===== config.mk =====
export PLATFORM = sky130hd
export DESIGN_NAME = jtag_tap_gen
export DESIGN_NICKNAME = d
export VERILOG_FILES = /design/src/rtl/jtag_tap_pkg.sv /design/src/rtl/jtag_tap_fsm.sv /design/src/rtl/jtag_tap_gen.sv
export SDC_FILE = /design/constraint.sdc
export NUM_CORES = 1
export LEC_CHECK = 0
export ABC_AREA = 1
export CORE_MARGIN = 3
export CORE_UTILIZATION = 54
export CTS_CLUSTER_DIAMETER = 30
export CTS_CLUSTER_SIZE = 16
export DETAILED_ROUTE_END_ITERATION = 6
export GPL_ROUTABILITY_DRIVEN = 0
export PLACE_DENSITY = 0.9
export SYNTH_ARGS = -nofsm -noshare
export SYNTH_HDL_FRONTEND = slang
export SYNTH_SLANG_ARGS = --single-unit
export TNS_END_PERCENT = 10

===== constraint.sdc =====
create_clock -name tck_i -period 1.9 [get_ports tck_i]
set_clock_uncertainty 0.05 [all_clocks]
set_input_delay 0.285 -clock tck_i [delete_from_list [all_inputs] [get_ports tck_i]]
set_output_delay 0.285 -clock tck_i [all_outputs]
set_load 0.02 [all_outputs]

===== src/rtl/jtag_tap_pkg.sv =====
// TAP controller state codes and fixed instruction opcodes shared by the TAP generator.
// Pure definitions; no latency or flow control.
package jtag_tap_pkg;

  localparam logic [3:0] ST_EXIT2_DR   = 4'h0;
  localparam logic [3:0] ST_EXIT1_DR   = 4'h1;
  localparam logic [3:0] ST_SHIFT_DR   = 4'h2;
  localparam logic [3:0] ST_PAUSE_DR   = 4'h3;
  localparam logic [3:0] ST_SELECT_IR  = 4'h4;
  localparam logic [3:0] ST_UPDATE_DR  = 4'h5;
  localparam logic [3:0] ST_CAPTURE_DR = 4'h6;
  localparam logic [3:0] ST_SELECT_DR  = 4'h7;
  localparam logic [3:0] ST_EXIT2_IR   = 4'h8;
  localparam logic [3:0] ST_EXIT1_IR   = 4'h9;
  localparam logic [3:0] ST_SHIFT_IR   = 4'hA;
  localparam logic [3:0] ST_PAUSE_IR   = 4'hB;
  localparam logic [3:0] ST_RUN_IDLE   = 4'hC;
  localparam logic [3:0] ST_UPDATE_IR  = 4'hD;
  localparam logic [3:0] ST_CAPTURE_IR = 4'hE;
  localparam logic [3:0] ST_TLR        = 4'hF;

  typedef enum logic [3:0] {
    S_EXIT2_DR   = ST_EXIT2_DR,
    S_EXIT1_DR   = ST_EXIT1_DR,
    S_SHIFT_DR   = ST_SHIFT_DR,
    S_PAUSE_DR   = ST_PAUSE_DR,
    S_SELECT_IR  = ST_SELECT_IR,
    S_UPDATE_DR  = ST_UPDATE_DR,
    S_CAPTURE_DR = ST_CAPTURE_DR,
    S_SELECT_DR  = ST_SELECT_DR,
    S_EXIT2_IR   = ST_EXIT2_IR,
    S_EXIT1_IR   = ST_EXIT1_IR,
    S_SHIFT_IR   = ST_SHIFT_IR,
    S_PAUSE_IR   = ST_PAUSE_IR,
    S_RUN_IDLE   = ST_RUN_IDLE,
    S_UPDATE_IR  = ST_UPDATE_IR,
    S_CAPTURE_IR = ST_CAPTURE_IR,
    S_TLR        = ST_TLR
  } tap_state_t;

  // Opcodes are stored wide and truncated to the instance IR width (BYPASS stays all-ones).
  localparam logic [15:0] OPC_IDCODE = 16'h0002;
  localparam logic [15:0] OPC_BYPASS = 16'hFFFF;

endpackage


===== src/rtl/jtag_tap_fsm.sv =====
// IEEE 1149.1 TAP state machine: state register plus next-state logic, advances on rising tck.
// One state per tck edge; no backpressure.
module jtag_tap_fsm
  import jtag_tap_pkg::*;
(
  input  logic       tck,
  input  logic       rst,
  input  logic       tms,
  output tap_state_t state
);

  tap_state_t state_q;
  tap_state_t state_d;

  always_ff @(posedge tck or posedge rst) begin
    if (rst) state_q <= S_TLR;
    else     state_q <= state_d;
  end

  always_comb begin
    state_d = state_q;
    case (state_q)
      S_TLR:        state_d = tms ? S_TLR        : S_RUN_IDLE;
      S_RUN_IDLE:   state_d = tms ? S_SELECT_DR  : S_RUN_IDLE;
      S_SELECT_DR:  state_d = tms ? S_SELECT_IR  : S_CAPTURE_DR;
      S_CAPTURE_DR: state_d = tms ? S_EXIT1_DR   : S_SHIFT_DR;
      S_SHIFT_DR:   state_d = tms ? S_EXIT1_DR   : S_SHIFT_DR;
      S_EXIT1_DR:   state_d = tms ? S_UPDATE_DR  : S_PAUSE_DR;
      S_PAUSE_DR:   state_d = tms ? S_EXIT2_DR   : S_PAUSE_DR;
      S_EXIT2_DR:   state_d = tms ? S_UPDATE_DR  : S_SHIFT_DR;
      S_UPDATE_DR:  state_d = tms ? S_SELECT_DR  : S_RUN_IDLE;
      S_SELECT_IR:  state_d = tms ? S_TLR        : S_CAPTURE_IR;
      S_CAPTURE_IR: state_d = tms ? S_EXIT1_IR   : S_SHIFT_IR;
      S_SHIFT_IR:   state_d = tms ? S_EXIT1_IR   : S_SHIFT_IR;
      S_EXIT1_IR:   state_d = tms ? S_UPDATE_IR  : S_PAUSE_IR;
      S_PAUSE_IR:   state_d = tms ? S_EXIT2_IR   : S_PAUSE_IR;
      S_EXIT2_IR:   state_d = tms ? S_UPDATE_IR  : S_SHIFT_IR;
      S_UPDATE_IR:  state_d = tms ? S_SELECT_DR  : S_RUN_IDLE;
      default:      state_d = S_TLR;
    endcase
  end

  assign state = state_q;

endmodule


===== src/rtl/jtag_tap_gen.sv =====
// JTAG TAP with IDCODE/BYPASS and NUM_CH lockable user DR channels; td_o registered on falling tck.
// Serial protocol, one bit per tck; no backpressure.
module jtag_tap_gen
  import jtag_tap_pkg::*;
#(
  parameter int                   IR_WIDTH   = 5,
  parameter int                   NUM_CH     = 6,
  parameter logic [IR_WIDTH-1:0]  USER_BASE  = IR_WIDTH'(4),
  parameter logic [31:0]          IDCODE_VAL = 32'h1000_0045
) (
  input  logic                tck_i,
  input  logic                rst_i,
  input  logic                tms_i,
  input  logic                td_i,
  input  logic                lock_i,
  input  logic [NUM_CH-1:0]   ch_tdo_i,
  output logic                td_o,
  output logic                td_oe_o,
  output logic                scan_in_o,
  output logic [NUM_CH-1:0]   ch_sel_o,
  output logic                capture_dr_o,
  output logic                shift_dr_o,
  output logic                update_dr_o,
  output logic [IR_WIDTH-1:0] ir_o,
  output logic [3:0]          state_o
);

  localparam logic [IR_WIDTH-1:0] IR_IDCODE  = OPC_IDCODE[IR_WIDTH-1:0];
  localparam logic [IR_WIDTH-1:0] IR_BYPASS  = OPC_BYPASS[IR_WIDTH-1:0];
  localparam logic [IR_WIDTH-1:0] IR_CAPTURE = IR_WIDTH'(1);
  localparam logic [31:0]         NUM_CH_U   = 32'(NUM_CH);

  tap_state_t          state;
  logic [IR_WIDTH-1:0] ir_sr;
  logic [IR_WIDTH-1:0] ir_q;
  logic                lock_q;
  logic [31:0]         idc_sr;
  logic                byp_sr;
  logic [IR_WIDTH-1:0] ch_off;
  logic [3:0]          ch_idx;
  logic                sel_idcode;
  logic                ch_hit;
  logic [NUM_CH-1:0]   ch_sel;
  logic                td_q;
  logic                oe_q;

  jtag_tap_fsm u_fsm (
    .tck   (tck_i),
    .rst   (rst_i),
    .tms   (tms_i),
    .state (state)
  );

  // A locked user opcode falls through to BYPASS; IDCODE and all-ones never reach the channel range.
  assign ch_off = ir_q - USER_BASE;
  assign ch_idx = 4'(ch_off);

  always_comb begin
    sel_idcode = (ir_q == IR_IDCODE);
    ch_hit     = !sel_idcode && (ir_q != IR_BYPASS) && (ir_q >= USER_BASE) &&
                 (32'(ch_off) < NUM_CH_U) && !lock_q;
    ch_sel     = ch_hit ? (NUM_CH'(1) << ch_idx) : '0;
  end

  always_ff @(posedge tck_i or posedge rst_i) begin
    if (rst_i) begin
      ir_sr  <= '0;
      ir_q   <= IR_IDCODE;
      lock_q <= 1'b0;
      idc_sr <= '0;
      byp_sr <= 1'b0;
    end else begin
      case (state)
        S_TLR: begin
          ir_sr  <= '0;
          ir_q   <= IR_IDCODE;
          lock_q <= 1'b0;
          idc_sr <= '0;
          byp_sr <= 1'b0;
        end
        S_CAPTURE_IR: ir_sr <= IR_CAPTURE;
        S_SHIFT_IR:   ir_sr <= {td_i, ir_sr[IR_WIDTH-1:1]};
        S_UPDATE_IR: begin
          ir_q   <= ir_sr;
          lock_q <= lock_i;
        end
        S_CAPTURE_DR: begin
          idc_sr <= IDCODE_VAL;
          byp_sr <= 1'b0;
        end
        S_SHIFT_DR: begin
          idc_sr <= {td_i, idc_sr[31:1]};
          byp_sr <= td_i;
        end
        default: ;
      endcase
    end
  end

  // Falling-edge output stage gives the probe a full half cycle of setup on td_o.
  always_ff @(negedge tck_i or posedge rst_i) begin
    if (rst_i) begin
      td_q <= 1'b0;
      oe_q <= 1'b0;
    end else if (state == S_SHIFT_IR) begin
      td_q <= ir_sr[0];
      oe_q <= 1'b1;
    end else if (state == S_SHIFT_DR) begin
      td_q <= ch_hit ? |(ch_tdo_i & ch_sel) : (sel_idcode ? idc_sr[0] : byp_sr);
      oe_q <= 1'b1;
    end else begin
      td_q <= 1'b0;
      oe_q <= 1'b0;
    end
  end

  assign td_o         = td_q;
  assign td_oe_o      = oe_q;
  assign scan_in_o    = td_i;
  assign ch_sel_o     = ch_sel;
  assign capture_dr_o = ch_hit && (state == S_CAPTURE_DR);
  assign shift_dr_o   = ch_hit && (state == S_SHIFT_DR);
  assign update_dr_o  = ch_hit && (state == S_UPDATE_DR);
  assign ir_o         = ir_q;
  assign state_o      = state;

endmodule


==> run_results.csv, run 1 <==
group,metric,value,unit
run_status,status,"complete, but fails checks",
run_status,violations,"setup timing",
worst_setup_path,crit_cells,11,
worst_setup_path,crit_start,"ir_o[3]",
sta,hold_viol_final,0,
worst_setup_path,cp_data_required_time,1060,ps
sta,setup_viol,13,
logic_synthesis,ys_seq_area_share,55.1,%
pwr,p_comb_share,52.4,%
logic_synthesis,yosysTopAreaCell,"dfrtp_1",
clock_network,clk_latency,320,ps
pwr,switching_power,1.93,mW
detailed_routing,num_vias,2207,
layout,diodes,0,
floorplan,core,4030,um2
clock_network,cts_sinks,50,
grt,globalRouteOverflowTotal,0,
placement,post-dp-hpwl,4170,um
clock_network,cts_buffers,5,
logic_synthesis,ys_warn_count,0,
floorplan,io_pins,32,
floorplan,chipHeight,71.0,um
worst_setup_path,critPathTopFamily,"simple AND/OR/NAND/NOR gates",
worst_setup_path,max_stage_delay,380,ps
worst_setup_path,cp-start-kind,"register",
grt,antenna_found_initial,0,
detailed_routing,avgRoutedWirePerCell,16.8,um
sta,rsz0062_at_grt,"true",
layout,nFillCells,233,
floorplan,die_area,5040,um2
pwr,seq_power_share,33.3,%
sta,slew_violations,0,
sta,slew_headroom,72.7,%
placement,portBuffers,31,
floorplan,placementRows,23,
logic_synthesis,netlist_instances,256,
pwr,clockPowerShare,14.3,%
pwr,irDropWorstVdd,0.000939,V
logic_synthesis,yosys_most_used_dff,"dfrtp_1",
clock_network,clk_pin_slew,100,ps
layout,synthToLayoutAreaGrowth,37.6,%
layout,fin_nets,350,
pwr,p_leak,1.51,nW
detailed_routing,drt_iter0_drc,238,
grt,grt_pass1_vias,2143,
logic_synthesis,async_reset_ff_share,100,%
floorplan,initial_core_util,56.7,%
clock_network,htreeDepth,2,
worst_setup_path,rrSetupSlack,-790,ps
worst_setup_path,rr_startpoint,"ir_o[3]",
detailed_routing,drc,0,
grt,grt_max_degree,32,
detailed_routing,wirelength,6510,um
worst_setup_path,cp-end-kind,"register",
detailed_routing,antenna_left,0,
sta,tns,-5260,ps
sta,setup_ws,-789,ps
worst_setup_path,crit_path_cell_trace,"inv_2 -> ha_4 -> nand2_4 -> nor2_4 -> nand2_2 -> nor2_4 -> o211ai_1 -> nor2_1 -> nand2_1 -> nand2_1 -> nand2_1",
clock_network,postCtsHoldBufs,0,
pwr,internal-power,2.70,mW
job,cap_violations,0,
logic_synthesis,ys_ff_latch,50,
clock_network,clockBufferDepth,2,
logic_synthesis,synth_top_area_share,47.1,%
worst_setup_path,critPathMaxFanout,3,
clock_network,cts_tree,"yes",
grt,grt_usage,25.3,%
worst_setup_path,r2r_cells,11,
pwr,power.total,4.63,mW
logic_synthesis,synth_area,2280,um2
detailed_routing,drtPass1Iterations,5,
worst_setup_path,cp_num_buf_inv,1,
worst_setup_path,cp_slowest_cell,"dfrtp_2",
min_path,hold_class,"in -> async",
logic_synthesis,synth_enable_flop_cells,0,
layout,drive_gt1_share,29.3,%
logic_synthesis,avgSynthCellArea,8.92,um2
sta,fin_hold_ws,313,ps
logic_synthesis,synth_cell_types,25,
worst_setup_path,crit_arrival,1850,ps
grt,grt_first_pass_wirelength,9940,um
detailed_routing,avgViaCountPerCell,5.69,
pwr,power.density,1470,nW/um2
worst_setup_path,cpMostUsedCell,"nand2_1",
logic_synthesis,syn_nets,269,
pwr,switching_share,41.7,%
placement,pre_cts_slack,-742,ps
floorplan,die_x,71.0,um
layout,utilization,78.0,%
worst_setup_path,critPathKind,"reg -> reg",
clock_network,cts-root-buf,"clkbuf_8",
worst_setup_path,rr_endpoint,"td_o",
worst_setup_path,critPathCapture,"td_o",
sta,worstMarginPinSlew,408,ps
logic_synthesis,ys_top_cells_by_area,"dfrtp_1 (47%), inv_1 (10%), o22ai_1 (9.6%)",
[routing by layer]
| metal | vias to the layer above | GRT usage, % | routed length [um] |
|---|---|---|---|
| met3 | 40 | 5.97 | 333 |
| met5 | - | 0 | 0 |
| met4 | 0 | 11.1 | 325 |
| met2 | 98 | 42.5 | 3270 |
| li1 | 1002 | - | - |
| met1 | 1067 | 31.2 | 2580 |
[power groups by stage]
stage | clock [mW] | sequential [mW] | combinational [mW]
2_1_floorplan | 0 | 1.67 | 1.06
3_3_place_gp | 0 | 1.52 | 2.08
3_5_place_dp | 0 | 1.54 | 2.18
4_1_cts | 0.661 | 1.53 | 2.24
5_1_grt | 0.726 | 1.57 | 2.59
6_report | 0.663 | 1.54 | 2.42
[worst min-delay path: cells and delay by family]
| kind | cells | cell delay [ps] |
|---|---|---|
| buf+inv | 3 | 750 |
[layout by cell type, fill, tap and decap left out, drive strengths merged]
cell type / count
inv: 65
buf: 61
dfrtp: 43
o22ai: 35
nand2: 29
nor2: 23
clkdlybuf4s50: 14
nand3: 11
o21ai: 11
nor3: 6
nor4: 6
clkbuf: 5
dfstp: 5
o221ai: 4
dlygate4sd2: 4
a21oi: 4
clkdlybuf4s15: 3
ha: 2
dfrtn: 2
o2111ai: 1
o211ai: 1
a31oi: 1
clkinv: 1
dlymetal6s2s: 1
[area by class of cell]
cell class,instances,area [um2],area share (%)
Clock inverter,3,28.8,0.916
Timing Repair Buffer,83,677,21.5
Inverter,63,236,7.52
Tap cell,50,62.6,1.99
Clock buffer,5,68.8,2.19
Multi-Input combinational cell,134,807,25.7
Sequential cell,50,1260,40.2
[synthesized netlist by cell type, types with 2 or more instances]
library cell	count
a21oi_1	4
buf_2	3
buf_4	3
buf_6	3
dfrtn_1	2
dfrtp_1	43
dfstp_2	5
ha_1	2
inv_1	61
inv_2	2
nand2_1	29
nand3_1	10
nor2_1	22
nor3_1	6
nor4_1	6
o21ai_0	9
o221ai_1	4
o22ai_1	35
[state kept, by name, indices dropped and copies added, names as in the netlist]
signal	flops
td_o	1
ir_sr	5
ir_o	5
byp_sr	1
idc_sr	32
u_fsm.state	4
lock_q	1
td_oe_o	1
[what timing repair did]
item	CTS	global route
pin swaps	8	8
hold endpoints to repair	0	0
gates resized for setup	62	14
buffers inserted	3	2
setup endpoints to repair	18	15
cloned	0	0
[cell families (layout without fill, tap and decap cells)]
family / count (synthesis) / after routing / share of synthesized area (%)
and+or+nand+nor: 75 / 75 / 14.8
buffers and inverters: 72 / 154 / 13.5
DFF: 50 / 50 / 55.1
AOI/OAI and AO/OA: 57 / 57 / 15.6
adders and majority gates: 2 / 2 / 1.10
[how the worst min path moves through the flow]
stage,from,end,slack (ps),cells after the start
5_1_grt,rst_i,idc_sr[21],340,3
3_3_place_gp,idc_sr[27],idc_sr[27],450,2
6_report,rst_i,idc_sr[20],310,3
4_1_cts,rst_i,idc_sr[21],320,3
2_1_floorplan,tms_i,u_fsm.state[2],340,2
3_5_place_dp,idc_sr[13],idc_sr[13],460,2
[through the flow]
stage	area, um2	std cells
after global routing	3140	388
final	3140	388
after floorplan	2300	256
after CTS	3070	386
after global placement	2960	375
after detailed placement	2960	375
(Power assumes the default switching activity.)
==> run 2: changes to the inputs <==
Settings changed: MAX_ROUTING_LAYER set to met4.
==> run 2 against run 1 <==
The run ends with DRC, setup timing left. Combinational power about the same. Clock-buffer cell count unchanged. Sequential cell count unchanged. Sequential power about the same. Register-to-register slack worse by 20 ps. Routed wire length up 1.0%.
==> run_results.csv, run 2 (synthesized netlist as in run 1, its figures left out) <==
group,metric,value,unit
pwr,clockPowerShare,14.4,%
sta,fin_hold_ws,320,ps
pwr,power.density,1480,nW/um2
sta,worstMarginPinSlew,428,ps
layout,drive_gt1_share,29.3,%
sta,setup_ws,-806,ps
run_status,violations,"DRC, setup timing",
pwr,internal-power,2.70,mW
detailed_routing,drc,1,
layout,largest_register,"idc_sr",
floorplan,io_pins,32,
detailed_routing,avgViaCountPerCell,5.77,
worst_setup_path,cp-start-kind,"register",
placement,portBuffers,31,
clock_network,cts-root-buf,"clkbuf_8",
floorplan,die_x,71.0,um
placement,post-dp-hpwl,4170,um
grt,antenna_found_initial,0,
clock_network,clockBufferDepth,2,
detailed_routing,drt_iter0_drc,238,
placement,post_dp_cell_area,2960,um2
detailed_routing,num_vias,2238,
job,cap_violations,0,
floorplan,initial_core_util,56.7,%
detailed_routing,drtPass1Iterations,7,
layout,fin_nets,350,
pwr,p_comb_share,52.4,%
floorplan,die_area,5040,um2
worst_setup_path,crit_arrival,1870,ps
sta,rsz0062_at_grt,"true",
layout,final_cell_mix,"inv_1 (58), buf_4 (55), dfrtp_1 (39), o22ai_1 (35), nand2_1 (26)",
clock_network,cts_buffers,5,
pwr,power.total,4.64,mW
pwr,p_leak,1.51,nW
worst_setup_path,critPathKind,"reg -> reg",
worst_setup_path,critPathMaxFanout,3,
sta,tns,-5530,ps
grt,globalRouteOverflowTotal,0,
worst_setup_path,cp-end-kind,"register",
pwr,switching_share,41.9,%
pwr,irDropWorstVdd,0.000957,V
worst_setup_path,cp_data_required_time,1060,ps
sta,setup_viol,13,
clock_network,clk_pin_slew,100,ps
run_status,status,"complete, but fails checks",
sta,slew_headroom,71.3,%
layout,design_area,3140,um2
clock_network,cts_tree,"yes",
pwr,switching_power,1.94,mW
clock_network,clk_latency,320,ps
grt,grt_pass1_vias,2150,
floorplan,placementRows,23,
layout,synthToLayoutAreaGrowth,37.6,%
grt,grt_first_pass_wirelength,9940,um
min_path,hold_class,"in -> async",
detailed_routing,antenna_left,0,
layout,diodes,0,
sta,slew_violations,0,
layout,largest_reg_flops,32,
grt,grt_usage,26.1,%
clock_network,htreeDepth,2,
layout,layout_commonest_cell,"inv_1",
grt,grt_max_degree,32,
floorplan,chipHeight,71.0,um
sta,hold_viol_final,0,
pwr,seq_power_share,33.2,%
detailed_routing,wirelength,6580,um
floorplan,core,4030,um2
clock_network,cts_sinks,50,
detailed_routing,avgRoutedWirePerCell,16.9,um
## run 2: cell counts in the layout (fill, tap and decap cells not counted)
Identical to the previous run, type by type.
## run 2: final timing paths
kind,depth (start not counted),to,start,slack [ps]
hold reg to reg,2,idc_sr[22],idc_sr[22],480
hold / removal,3,idc_sr[20],rst_i,320
min in group tck_i,2,idc_sr[22],idc_sr[22],480
setup / recovery,11,td_o,ir_o[3],-810
max in group asynchronous,2,td_oe_o,rst_i,670
setup reg to reg,11,td_o,ir_o[3],-810
## run 2: timing repair
| item | 4_1_cts | 5_1_grt |
|---|---|---|
| gates cloned | 0 | 0 |
| endpoints found under the setup margin | 18 | 15 |
| buffers inserted | 3 | 2 |
| hold buffers | 0 | 0 |
| pin swaps | 8 | 8 |
| gates resized for setup | 62 | 14 |
## run 2: power groups by stage
stage	clock network (mW)	registers [mW]	logic, mW
final	0.668	1.54	2.43
after global routing	0.729	1.57	2.59
after CTS	0.661	1.53	2.24
after detailed placement	0	1.54	2.18
after global placement	0	1.52	2.08
after floorplan	0	1.67	1.06
## run 2: layout make-up
| class | instances | area (um2) |
|---|---|---|
| clock buffers | 5 | 68.8 |
| flip-flops and latches | 50 | 1260 |
| well taps | 50 | 62.6 |
| inverters | 63 | 236 |
| multi-input cells | 134 | 807 |
| repair buffers | 83 | 677 |
| fillers | 233 | 886 |
| clock inverters | 3 | 28.8 |
## run 2: routing by layer
layer / track usage [%] / part of all wire, %
met1: 31.3 / 39
met2: 42.2 / 50
met3: 5.97 / 6.3
met4: 11.1 / 4.6
met5: - / 0
## run 2: through the flow
stage | setup slack, ps | std cells | utilization (%)
global placement | -608 | 375 | 73.4
detailed placement | -742 | 375 | 73.4
CTS | -809 | 386 | 76.2
floorplan | -695 | 256 | -
global route | -869 | 388 | 78.0
finish | -806 | 388 | 78.0
## run 2: worst max-delay path: stages (launching register included)
cell and delay [ps]:
dfrtp_2 380, inv_2 50, ha_4 300, nand2_4 60, nor2_4 110, nand2_2 80
nor2_4 100, o211ai_1 100, nor2_1 140, nand2_1 70, nand2_1 80, nand2_1 70
